**config.mk**
```make
export PLATFORM = sky130hd
export DESIGN_NAME = regbus_arbiter_flat
export DESIGN_NICKNAME = d
export VERILOG_FILES = /design/src/rtl/regbus_arbiter_if.sv /design/src/rtl/regbus_arbiter.sv /design/src/flat_wrapper.sv
export SDC_FILE = /design/constraint.sdc
export NUM_CORES = 1
export LEC_CHECK = 0
export CAP_MARGIN = 25
export CORE_ASPECT_RATIO = 1.75
export CORE_MARGIN = 10
export CORE_UTILIZATION = 35
export DETAILED_ROUTE_END_ITERATION = 6
export GPL_TIMING_DRIVEN = 0
export PLACE_DENSITY = 0.88
export SLEW_MARGIN = 0
export SYNTH_ARGS = -nofsm -noshare
export SYNTH_HDL_FRONTEND = slang
export SYNTH_SLANG_ARGS = --single-unit
```
**constraint.sdc**
```tcl
create_clock -name clk -period 2.6 [get_ports clk]
set_input_delay 0.26 -clock clk [delete_from_list [all_inputs] [get_ports clk]]
set_output_delay 0.26 -clock clk [all_outputs]
set_load 0.05 [all_outputs]
```
**src/rtl/regbus_arbiter_if.sv**
```systemverilog
// Requester and register-file signals of the shared peripheral register bus.
// The arbiter takes the slave view; requesters plus register file take master.
interface regbus_arbiter_if #(
  parameter int NREQ = 2,
  parameter int AW   = 4,
  parameter int DW   = 8
);
  logic [NREQ-1:0]    req;
  logic [NREQ-1:0]    lock;
  logic [NREQ-1:0]    we;
  logic [NREQ*AW-1:0] addr;
  logic [NREQ*DW-1:0] wdata;
  logic [NREQ-1:0]    gnt;
  logic [NREQ-1:0]    rvalid;
  logic [DW-1:0]      rdata;
  logic               lock_err;
  logic               bus_we;
  logic [AW-1:0]      bus_addr;
  logic [DW-1:0]      bus_wdata;
  logic [DW-1:0]      bus_rdata;

  modport slave (
    input  req, lock, we, addr, wdata,
    input  bus_rdata,
    output gnt, rvalid, rdata, lock_err,
    output bus_we, bus_addr, bus_wdata
  );

  modport master (
    output req, lock, we, addr, wdata,
    output bus_rdata,
    input  gnt, rvalid, rdata, lock_err,
    input  bus_we, bus_addr, bus_wdata
  );
endinterface

```
**src/rtl/regbus_arbiter.sv**
```systemverilog
// Round-robin arbiter for the single-ported peripheral register bus,
// with lock support for atomic read-modify-write and a lock timeout.
module regbus_arbiter #(
  parameter int NREQ    = 2,
  parameter int AW      = 4,
  parameter int DW      = 8,
  parameter int LOCK_TO = 16
) (
  input  logic clk,
  input  logic rst_n,
  regbus_arbiter_if.slave bus
);
  localparam int IW = (NREQ > 1) ? $clog2(NREQ) : 1;
  localparam int CW = $clog2(LOCK_TO + 1);

  typedef enum logic {
    IDLE,
    LOCKED
  } state_t;

  state_t          state;
  logic [IW-1:0]   last;
  logic [IW-1:0]   owner;
  logic [CW-1:0]   cnt;
  logic [NREQ-1:0] rvalid_q;
  logic [DW-1:0]   rdata_q;
  logic            lock_err_q;

  logic [NREQ-1:0] gnt;
  logic [IW-1:0]   gidx;
  logic            hit;
  int              idx;

  // Scan starts just after the last winner so every requester rotates to the front.
  always_comb begin
    gnt  = '0;
    gidx = '0;
    hit  = 1'b0;
    idx  = 0;
    if (rst_n) begin
      if (state == LOCKED) begin
        if (bus.req[owner]) begin
          hit  = 1'b1;
          gidx = owner;
        end
      end else begin
        for (int k = 1; k <= NREQ; k++) begin
          idx = (int'(last) + k) % NREQ;
          if (!hit && bus.req[idx]) begin
            hit  = 1'b1;
            gidx = IW'(idx);
          end
        end
      end
      if (hit) gnt[gidx] = 1'b1;
    end
  end

  assign bus.gnt       = gnt;
  assign bus.bus_we    = |(gnt & bus.we);
  assign bus.bus_addr  = bus.addr[int'(gidx)*AW +: AW];
  assign bus.bus_wdata = bus.wdata[int'(gidx)*DW +: DW];
  assign bus.rvalid    = rvalid_q;
  assign bus.rdata     = rdata_q;
  assign bus.lock_err  = lock_err_q;

  always_ff @(posedge clk) begin
    if (!rst_n) begin
      state      <= IDLE;
      last       <= IW'(NREQ - 1);
      owner      <= '0;
      cnt        <= '0;
      rvalid_q   <= '0;
      rdata_q    <= '0;
      lock_err_q <= 1'b0;
    end else begin
      lock_err_q <= 1'b0;
      rvalid_q   <= '0;
      if (hit) begin
        last <= gidx;
        if (!bus.we[gidx]) begin
          rvalid_q <= gnt;
          rdata_q  <= bus.bus_rdata;
        end
      end
      unique case (state)
        IDLE: begin
          if (hit && bus.lock[gidx]) begin
            state <= LOCKED;
            owner <= gidx;
            cnt   <= '0;
          end
        end
        LOCKED: begin
          if (hit && !bus.lock[owner]) begin
            state <= IDLE;
          end else if (bus.req[owner]) begin
            cnt <= '0;
          end else if (cnt == CW'(LOCK_TO - 1)) begin
            // Owner went quiet too long; release the bus to the others.
            state      <= IDLE;
            lock_err_q <= 1'b1;
            cnt        <= '0;
          end else begin
            cnt <= cnt + 1'b1;
          end
        end
        default: state <= IDLE;
      endcase
    end
  end
endmodule

```
**src/flat_wrapper.sv**
```systemverilog
// flat-port wrapper written by rule: the top's interface ports become plain ports
module regbus_arbiter_flat 
#(
  parameter int NREQ    = 2,
  parameter int AW      = 4,
  parameter int DW      = 8,
  parameter int LOCK_TO = 16
)
  (clk, rst_n, bus_req, bus_lock, bus_we, bus_addr, bus_wdata, bus_bus_rdata, bus_gnt, bus_rvalid, bus_rdata, bus_lock_err, bus_bus_we, bus_bus_addr, bus_bus_wdata);
  regbus_arbiter_if #(.NREQ(NREQ), .AW(AW), .DW(DW)) bus_i ();
  input  logic clk;
  input  logic rst_n;
  input wire logic [$bits(bus_i.req)-1:0] bus_req;
  input wire logic [$bits(bus_i.lock)-1:0] bus_lock;
  input wire logic [$bits(bus_i.we)-1:0] bus_we;
  input wire logic [$bits(bus_i.addr)-1:0] bus_addr;
  input wire logic [$bits(bus_i.wdata)-1:0] bus_wdata;
  input wire logic [$bits(bus_i.bus_rdata)-1:0] bus_bus_rdata;
  output wire logic [$bits(bus_i.gnt)-1:0] bus_gnt;
  output wire logic [$bits(bus_i.rvalid)-1:0] bus_rvalid;
  output wire logic [$bits(bus_i.rdata)-1:0] bus_rdata;
  output wire logic [$bits(bus_i.lock_err)-1:0] bus_lock_err;
  output wire logic [$bits(bus_i.bus_we)-1:0] bus_bus_we;
  output wire logic [$bits(bus_i.bus_addr)-1:0] bus_bus_addr;
  output wire logic [$bits(bus_i.bus_wdata)-1:0] bus_bus_wdata;
  assign bus_i.req = bus_req;
  assign bus_i.lock = bus_lock;
  assign bus_i.we = bus_we;
  assign bus_i.addr = bus_addr;
  assign bus_i.wdata = bus_wdata;
  assign bus_i.bus_rdata = bus_bus_rdata;
  assign bus_gnt = bus_i.gnt;
  assign bus_rvalid = bus_i.rvalid;
  assign bus_rdata = bus_i.rdata;
  assign bus_lock_err = bus_i.lock_err;
  assign bus_bus_we = bus_i.bus_we;
  assign bus_bus_addr = bus_i.bus_addr;
  assign bus_bus_wdata = bus_i.bus_wdata;
  regbus_arbiter #(.NREQ(NREQ), .AW(AW), .DW(DW), .LOCK_TO(LOCK_TO)) u_core (.clk(clk), .rst_n(rst_n), .bus(bus_i));
endmodule
```
**Yosys cells after proc, flatten, opt, wreduce, memory -nomap -nowiden**

Cells that the tools add are included.

- Add/subtract/negate cells: 3
- Order comparisons: 6
- Equal/unequal tests: 3
- Shifts and indexed selects: 2
- Muxes and demuxes: 43
- Bitwise operators: 7
- Reductions and logical operators: 12

Operators by type and width:

| operator | number |
|---|---|
| $mux 1 | 34 |
| $mux 5 | 4 |
| $shiftx 16x5->8 | 1 |
| $pmux 5 s2 | 1 |
| $shiftx 8x4->4 | 1 |
| $lt 1x2->1 const B | 3 |
| $lt 2x3->1 const B | 2 |
| $reduce_and 2->1 | 3 |
| $add 5x1->5 const B | 1 |
| $eq 5x4->1 const B | 1 |
| $logic_and 1x1->1 | 4 |
| $mux 2 | 2 |
| $not 1->1 | 4 |
| $reduce_or 4->1 | 1 |
| $reduce_or 3->1 | 1 |
| $add 1x1->1 const B | 2 |
| $and 1x1->1 const A | 2 |
| $and 2x2->2 | 1 |
| $logic_not 1->1 | 2 |
| $ne 2x1->1 const B | 1 |
| $ne 2x2->1 const B | 1 |
| $pmux 1 s2 | 1 |
| $reduce_or 2->1 | 1 |
| $demux 1 s1 | 1 |
| $ge 1x1->1 const B | 1 |

- Flip-flop bits (word level): 19
- Input port bits: 40
- Output and inout port bits: 26
- Word-level logic and storage cells: 83

**Logic depth before layout (Yosys ltp)**

Gate-level depths: netlist of run 1.

- Depth in word-level cells: 21
- Mapped depth: 8
- Gate-level depth less buffers: 6

**Least setup slack after synthesis of run 1**

Ideal clock, no wire load.

- Path type: reg2out
- Start point: reg u_core.state
- End point: out bus_bus_we
- Arrival time: 1.702 ns
- Data required time: 2.340 ns
- Path slack: 0.638 ns
- Cell stages (with the launch flop): 5
- Cell sequence: dfxtp_1 > nand2_1 > nand3_1 > nor2_1 > a21o_1

- Longest elaborated chain between the ends: 10
- Elaborated cells on any way between the ends: 13
- Those cells by class: order compare: 2; mux: 8; bitwise: 1; reduce/logical: 2

Ends and longest elaborated chain:

| what | RTL line | RTL |
|---|---|---|
| from (decl) | regbus_arbiter.sv:21 | `state_t state;` |
| from (signal assigned) | regbus_arbiter.sv:69 | `state <= IDLE;` |
| from (signal assigned) | regbus_arbiter.sv:89 | `state <= LOCKED;` |
| from (signal assigned) | regbus_arbiter.sv:96 | `state <= IDLE;` |
| $mux 1 | regbus_arbiter.sv:41 | `if (state == LOCKED) begin` |
| $mux 1 | regbus_arbiter.sv:40 | `if (rst_n) begin` |
| $lt 1x2->1 (implied by the code) / $ge 1x1->1 (equally long branches) | regbus_arbiter.sv:55 | `if (hit) gnt[gidx] = 1'b1;` |
| $logic_and 1x1->1 (implied by the code) | regbus_arbiter.sv:55 |  |
| $mux 1 (implied by the code) | regbus_arbiter.sv:55 |  |
| $demux 1 s1 | - |  |
| $mux 2 (*) | regbus_arbiter.sv:55 |  |
| $mux 2 (*) | regbus_arbiter.sv:40 |  |
| via bus_gnt[0] | flat_wrapper.sv:19 | `output wire logic [$bits(bus_i.gnt)-1:0] bus_gnt;` |
| $and 2x2->2 (*) | regbus_arbiter.sv:60 | `assign bus.bus_we = \|(gnt & bus.we);` |
| $reduce_or 2->1 (*) | regbus_arbiter.sv:60 |  |
| to (decl) | flat_wrapper.sv:23 | `output wire logic [$bits(bus_i.bus_we)-1:0] bus_bus_we;` |

The timed path passes the listed nets; every way through them passes the cells marked *. The select of a mux whose other input is x is not followed.

**Worst setup path in the final report of run 1**

- Start point: in bus_req[0]
- End point: out bus_bus_addr[0]

- Longest elaborated chain between the ends: 13
- Elaborated cells on any way between the ends: 20
- Those cells by class: shift: 1; mux: 17; reduce/logical: 2

Ends and longest elaborated chain:

| what | RTL line | RTL |
|---|---|---|
| from (decl) | flat_wrapper.sv:13 | `input wire logic [$bits(bus_i.req)-1:0] bus_req;` |
| $mux 1 (implied by the code) (3 in series) | regbus_arbiter.sv:49 | `if (!hit && bus.req[idx]) begin` |
| $mux 1 | regbus_arbiter.sv:49 |  |
| $mux 1 | regbus_arbiter.sv:41 |  |
| $mux 1 | regbus_arbiter.sv:40 |  |
| $logic_not 1->1 | regbus_arbiter.sv:49 |  |
| $logic_and 1x1->1 | regbus_arbiter.sv:49 |  |
| $mux 1 | regbus_arbiter.sv:49 |  |
| $mux 1 (*) | regbus_arbiter.sv:41 |  |
| $mux 1 (*) (2 in series) | regbus_arbiter.sv:40 |  |
| $shiftx 8x4->4 (*) | regbus_arbiter.sv:61 | `assign bus.bus_addr = bus.addr[int'(gidx)*AW +: AW];` |
| to (decl) | flat_wrapper.sv:24 | `output wire logic [$bits(bus_i.bus_addr)-1:0] bus_bus_addr;` |

Every way passes the cells marked *; elsewhere a longest branch is shown, timed or not. The select of a mux whose other input is x is not followed.

==> reports/metrics.cfg, run 1 <==
[cts]
insertion_delay_ns = 0.25
ctsLongestPathBuffers = 2
cts_made_buffers = 3
path_clk_slew_ns = 0.07
root_buffer = clkbuf_8
postCtsSetupBuffers = 0
postCtsHoldBufs = 0
cts.sinks = 19
cts_tree = built
htree_num_levels = 1

[synthesis]
synth_top_cell_by_area = dfxtp_1
ys_types = 30
postSynthAreaPerCell_um2 = 8.75
ys_seq_elements = 19
yosys-top-cells-area = dfxtp_1 (37%), mux2_2 (14%), nand2_1 (8.5%)
synth_top_area_share = 0.375
synthFlopType = dfxtp_1
syn_nets = 157
synthMostInstantiatedCell = nand2_1
seq_area_frac_synth = 0.375
yosysWarnings = 0
async_flop_share = 0
ys_top_cells_by_count = nand2_1 (23), dfxtp_1 (19), mux2_2 (13)
syn-instance-count = 116
synth_edf_count = 0
syn_area_mm2 = 0.00101

[flow_run]
maxCapViolations = 0

[sta]
finalHoldViolations = 0
hold-worst-slack_ns = 0.335
worst_pin_slew_ns = 0.513
setup_viol = 0
rsz0062_at_grt = no
finClkSkew_ns = 0.00364
finalCritPeriodShare = 0.956
fmax_ghz = 0.402
period_needed_ns = 2.49
final_max_slew_viol_count = 0
slew_headroom = 0.658
setup_ws_ns = 0.114

[global_route]
grt_pass1_wl_um = 5650
grt_max_degree = 11
antenna_found_initial = 0
grt_pass1_vias = 1160
grt_util_all_layers = 0.127
grt.overflow.total = 0

[detailed_routing]
viasPerCell = 5.21
num_vias = 1099
drt_iter0_drc = 16
ant_nets = 0
wl_um = 3470
wl_per_cell_um = 16.4
first_pass_iters = 4
drc = 0

[place]
placed_area_mm2 = 0.00169
dp_hpwl_um = 2950
portBuffers = 64
dp_slack_ns = -0.485
finalWeightedCongestion = 0.720
dp.cells = 207

[power_and_ir_drop]
powerDensity_mw_per_mm2 = 482
ir_drop_v = 0.000367
power.leakage_nw = 0.704

[floorplan]
num_rows = 25
die_h_um = 91.2
dieArea_mm2 = 0.00554
die_w_um = 60.7
pin_count = 66
core_mm2 = 0.00275
initial_core_util = 0.369

[worst_setup_path]
crit_path_end_kind = output port
arrival_ns = 2.23
cp.required_ns = 2.34
crit_fanout = 9
crit_type = in2out
worstSetupStartpointType = primary input

[finish]
fin_area_mm2 = 0.00170
finalNonFillerCells = 211
drive_above_1_share = 0.163
area_growth_syn_to_layout_pct = 67.6
num-nets-final = 226
diodes = 0

[min_path]
hp-class = in2reg

[status]
status = completed

==> routing by layer <==
layer / vias up / GRT usage / part of all wire
li1: 542 / - / -
met1: 495 / 0.133 / 0.41
met2: 60 / 0.206 / 0.46
met3: 2 / 0.0656 / 0.13
met4: 0 / 0.0441 / 0.0089
met5: - / 0 / 0
==> where the power goes <==
| group | internal (mW) | switching (mW) | leakage, nW |
|---|---|---|---|
| Sequential | 0.307 | 0.0104 | 0.155 |
| Clock | 0.109 | 0.0948 | 0.0228 |
| Combinational | 0.125 | 0.175 | 0.526 |
==> final timing paths <==
kind,endpoint,depth (start not counted),slack [ns],start
worst max register to register,u_core.bus.rdata[5],6,0.52,u_core.state
worst min-delay path,u_core.bus.rdata[0],3,0.33,rst_n
worst min register to register,u_core.bus.rdata[6],2,0.45,u_core.bus.rdata[6]
worst max-delay path,bus_bus_addr[0],6,0.11,bus_req[0]
==> cell usage in the layout (no fill, tap or decap), drive strengths merged, types with 2 or more instances in the layout <==
cell type      instances
nor2b                  3
nor2                   4
nand3                  4
a21oi                  6
inv                    2
o2bb2ai                2
a21o                   2
o21ai                 10
dfxtp                 19
and3b                  2
buf                    9
and2                   2
nand2                 23
clkbuf                 7
nor3                   4
mux2                  13
a211o                  2
dlygate4sd2            7
nor3b                  4
clkdlybuf4s50         49
==> worst max-delay path: stages <==
cell and delay [ns]:
clkdlybuf4s50_1 0.50, and3b_1 0.24, or3_1 0.32, buf_6 0.16
mux2_2 0.22, dlygate4sd2_1 0.53
==> metrics by stage <==
stage / util / setup TNS (ns) / power, mW
floorplan: - / 0 / 0.504
global placement: 0.614 / -3.83 / 0.631
detailed placement: 0.614 / -4.30 / 0.640
CTS: 0.620 / -0.0133 / 0.833
global route: 0.618 / 0 / 0.864
finish: 0.618 / 0 / 0.820
==> state kept, by name, summed over array words and instances, names as in the netlist <==
signal / cells
u_core.owner: 1
u_core.state: 1
u_core.bus.rvalid: 2
u_core.bus.lock_err: 1
u_core.cnt: 5
u_core.bus.rdata: 8
u_core.last: 1
==> cell type report <==
class	instances	area (um^2)
multi-input cells	90	598
well taps	27	33.8
flip-flops and latches	19	380
plain buffers	5	36.3
repair buffers	64	599
inverters	2	7.51
clock buffers	4	45.0
fillers	262	1050
==> repair_timing <==
action	CTS	global route
cloned	0	0
endpoints found under the setup margin	14	11
gates resized for setup	38	5
==> cell families after synthesis <==
family | synth area share
simple gates | 0.252
compound gates | 0.175
flops | 0.375
mux | 0.144
buf+inv | 0.0419
fa+ha+maj | 0.0123
(Power assumes the default switching activity.)
==> inputs of run 2 (changes only) <==
Settings changed: CORE_MARGIN 10 to 2.
==> run 2 against run 1 <==
Final area is 0.15% lower. Hold slack worse by 0.0054 ns. Power decreased by 0.65%. Utilization up 0.62 points. Die area down 39%. Largest power group unchanged.
==> reports/metrics.cfg, run 2 (synthesis results as in run 1) <==
[status]
status = completed  ; unchanged

[power_and_ir_drop]
p_sw_uw = 275  ; was 280 uW
ir_drop_v = 0.000380  ; was 0.000367 V
finalPower_uw = 815  ; was 820 uW
sequentialPowerShare = 0.389  ; was 0.387
intPower_uw = 540  ; about the same
switching_share = 0.337  ; was 0.342
power.leakage_nw = 0.694  ; was 0.704 nW
powerDensity_mw_per_mm2 = 480  ; was 482 mW/mm^2
power_frac_comb = 0.367  ; was 0.365
clockPowerShare = 0.244  ; was 0.248

[finish]
num-nets-final = 226  ; unchanged
fin_area_mm2 = 0.00170  ; about the same
num-fill-cells = 247  ; was 262
final_common_cell = clkdlybuf4s50_1  ; unchanged
largest_reg_flops = 8  ; unchanged
drive_above_1_share = 0.163  ; unchanged
diodes = 0  ; unchanged
mostFrequentLayoutCells = clkdlybuf4s50_1 (50), nand2_1 (23), dfxtp_1 (19)  ; was clkdlybuf4s50_1 (49), nand2_1 (23), dfxtp_1 (19)
area_growth_syn_to_layout_pct = 67.3  ; was 67.6%

[sta]
final_max_slew_viol_count = 0  ; unchanged
finalCritPeriodShare = 0.969  ; was 0.956
finalHoldViolations = 0  ; unchanged
setup_viol = 0  ; unchanged
fmax_ghz = 0.397  ; was 0.402 GHz
worst_pin_slew_ns = 0.507  ; was 0.513 ns
slew_headroom = 0.661  ; was 0.658
rsz0062_at_grt = no  ; unchanged
finClkSkew_ns = 0.00380  ; was 0.00364 ns
period_needed_ns = 2.52  ; was 2.49 ns
hold-worst-slack_ns = 0.329  ; was 0.335 ns

[place]
portBuffers = 64  ; unchanged
dp_hpwl_um = 2330  ; was 2950 um
finalWeightedCongestion = 0.704  ; was 0.720
placed_area_mm2 = 0.00169  ; unchanged

[worst_setup_path]
crit_fanout = 9  ; unchanged
arrival_ns = 2.26  ; was 2.23 ns
crit_type = in2out  ; unchanged
crit_path_end_kind = output port  ; unchanged
cp.required_ns = 2.34  ; about the same
worstSetupStartpointType = primary input  ; unchanged

[cts]
path_clk_slew_ns = 0.07  ; about the same
htree_num_levels = 1  ; unchanged
cts.sinks = 19  ; unchanged
cts_tree = built  ; unchanged
postCtsSetupBuffers = 0  ; unchanged
ctsLongestPathBuffers = 2  ; unchanged
insertion_delay_ns = 0.25  ; about the same
cts_made_buffers = 3  ; unchanged
root_buffer = clkbuf_8  ; unchanged

[min_path]
hp-class = in2reg  ; unchanged

[floorplan]
dieArea_mm2 = 0.00336  ; was 0.00554 mm^2
initial_core_util = 0.373  ; was 0.369
die_h_um = 75.2  ; was 91.2 um
pin_count = 66  ; unchanged
die_w_um = 44.7  ; was 60.7 um
num_rows = 25  ; unchanged
core_mm2 = 0.00272  ; was 0.00275 mm^2

[detailed_routing]
viasPerCell = 5.33  ; was 5.21
wl_per_cell_um = 13.9  ; was 16.4 um
drt_iter0_drc = 26  ; was 16
drc = 0  ; unchanged
num_vias = 1125  ; was 1099
ant_nets = 0  ; unchanged
first_pass_iters = 4  ; unchanged
wl_um = 2940  ; was 3470 um

[global_route]
grt_util_all_layers = 0.186  ; was 0.127
grt_max_degree = 11  ; unchanged
grt_pass1_wl_um = 4800  ; was 5650 um
grt_pass1_vias = 1154  ; was 1160
gr-usage-met2 = 0.369  ; was 0.206
grt.overflow.total = 0  ; unchanged
busiest_layer = met2  ; unchanged
use_met1 = 0.172  ; was 0.133
grt_use_met3 = 0.0528  ; was 0.0656
antenna_found_initial = 0  ; unchanged

[flow_run]
maxCapViolations = 0  ; unchanged

-- run 2: changes by cell type in the layout (fill, tap and decap cells not counted), sizes merged --
cell,previous run,this run
clkdlybuf4s50,49,50
dlymetal6s2s,1,0
-- run 2: layout make-up --
| class | instances | area [um^2] | area share |
|---|---|---|---|
| timing repair buffer | 64 | 597 | 0.352 |
| tap | 27 | 33.8 | 0.0199 |
| buffer | 5 | 36.3 | 0.0214 |
| clock buffer | 4 | 45.0 | 0.0265 |
| multi-input combinational | 90 | 598 | 0.352 |
| sequential | 19 | 380 | 0.224 |
| inverter | 2 | 7.51 | 0.00442 |
-- run 2: power groups by stage --
| stage | Sequential, mW | Combinational [mW] | Clock, mW |
|---|---|---|---|
| after floorplan | 0.364 | 0.140 | 0 |
| after global placement | 0.322 | 0.306 | 0 |
| after detailed placement | 0.323 | 0.313 | 0 |
| after CTS | 0.317 | 0.302 | 0.205 |
| after global routing | 0.319 | 0.315 | 0.216 |
| final | 0.317 | 0.299 | 0.199 |
-- run 2: path summary, 6_finish.rpt --
kind | startpoint | endpoint | slack (ns) | cells after the start
worst max-delay path | bus_req[1] | bus_bus_wdata[1] | 0.08 | 6
worst min-delay path | rst_n | u_core.bus.rdata[0] | 0.33 | 3
worst max register to register | u_core.state | u_core.bus.rdata[5] | 0.46 | 6
worst min register to register | u_core.cnt[4] | u_core.bus.lock_err | 0.45 | 1
-- run 2: critical path, cell delays in order --
cell and delay, ns:
clkdlybuf4s50_1 0.60, nand2_1 0.12, or3_1 0.38, buf_6 0.16, mux2_2 0.22, dlygate4sd2_1 0.53
-- run 2: what timing repair did --
item,4_1_cts,5_1_grt
hold buffers,0,0
resized for setup,38,4
hold endpoints to repair,0,0
endpoints found under the setup margin,14,2
-- run 2: metrics by stage --
step                      TNS (ns)  worst slack, ns  instances   util
after floorplan                  0            0.638        116      -
after global placement       -3.63           -0.445        207  0.621
after detailed placement     -4.50           -0.514        207  0.621
after CTS                  -0.0324          -0.0324        211  0.628
after global routing             0           0.0124        211  0.624
final                            0           0.0809        211  0.624
-- run 2: per-layer routing --
layer | vias to the layer above | routed length [um]
li1 | 544 | -
met4 | 0 | 30
met2 | 71 | 1480
met5 | - | 0
met3 | 4 | 381
met1 | 506 | 1050
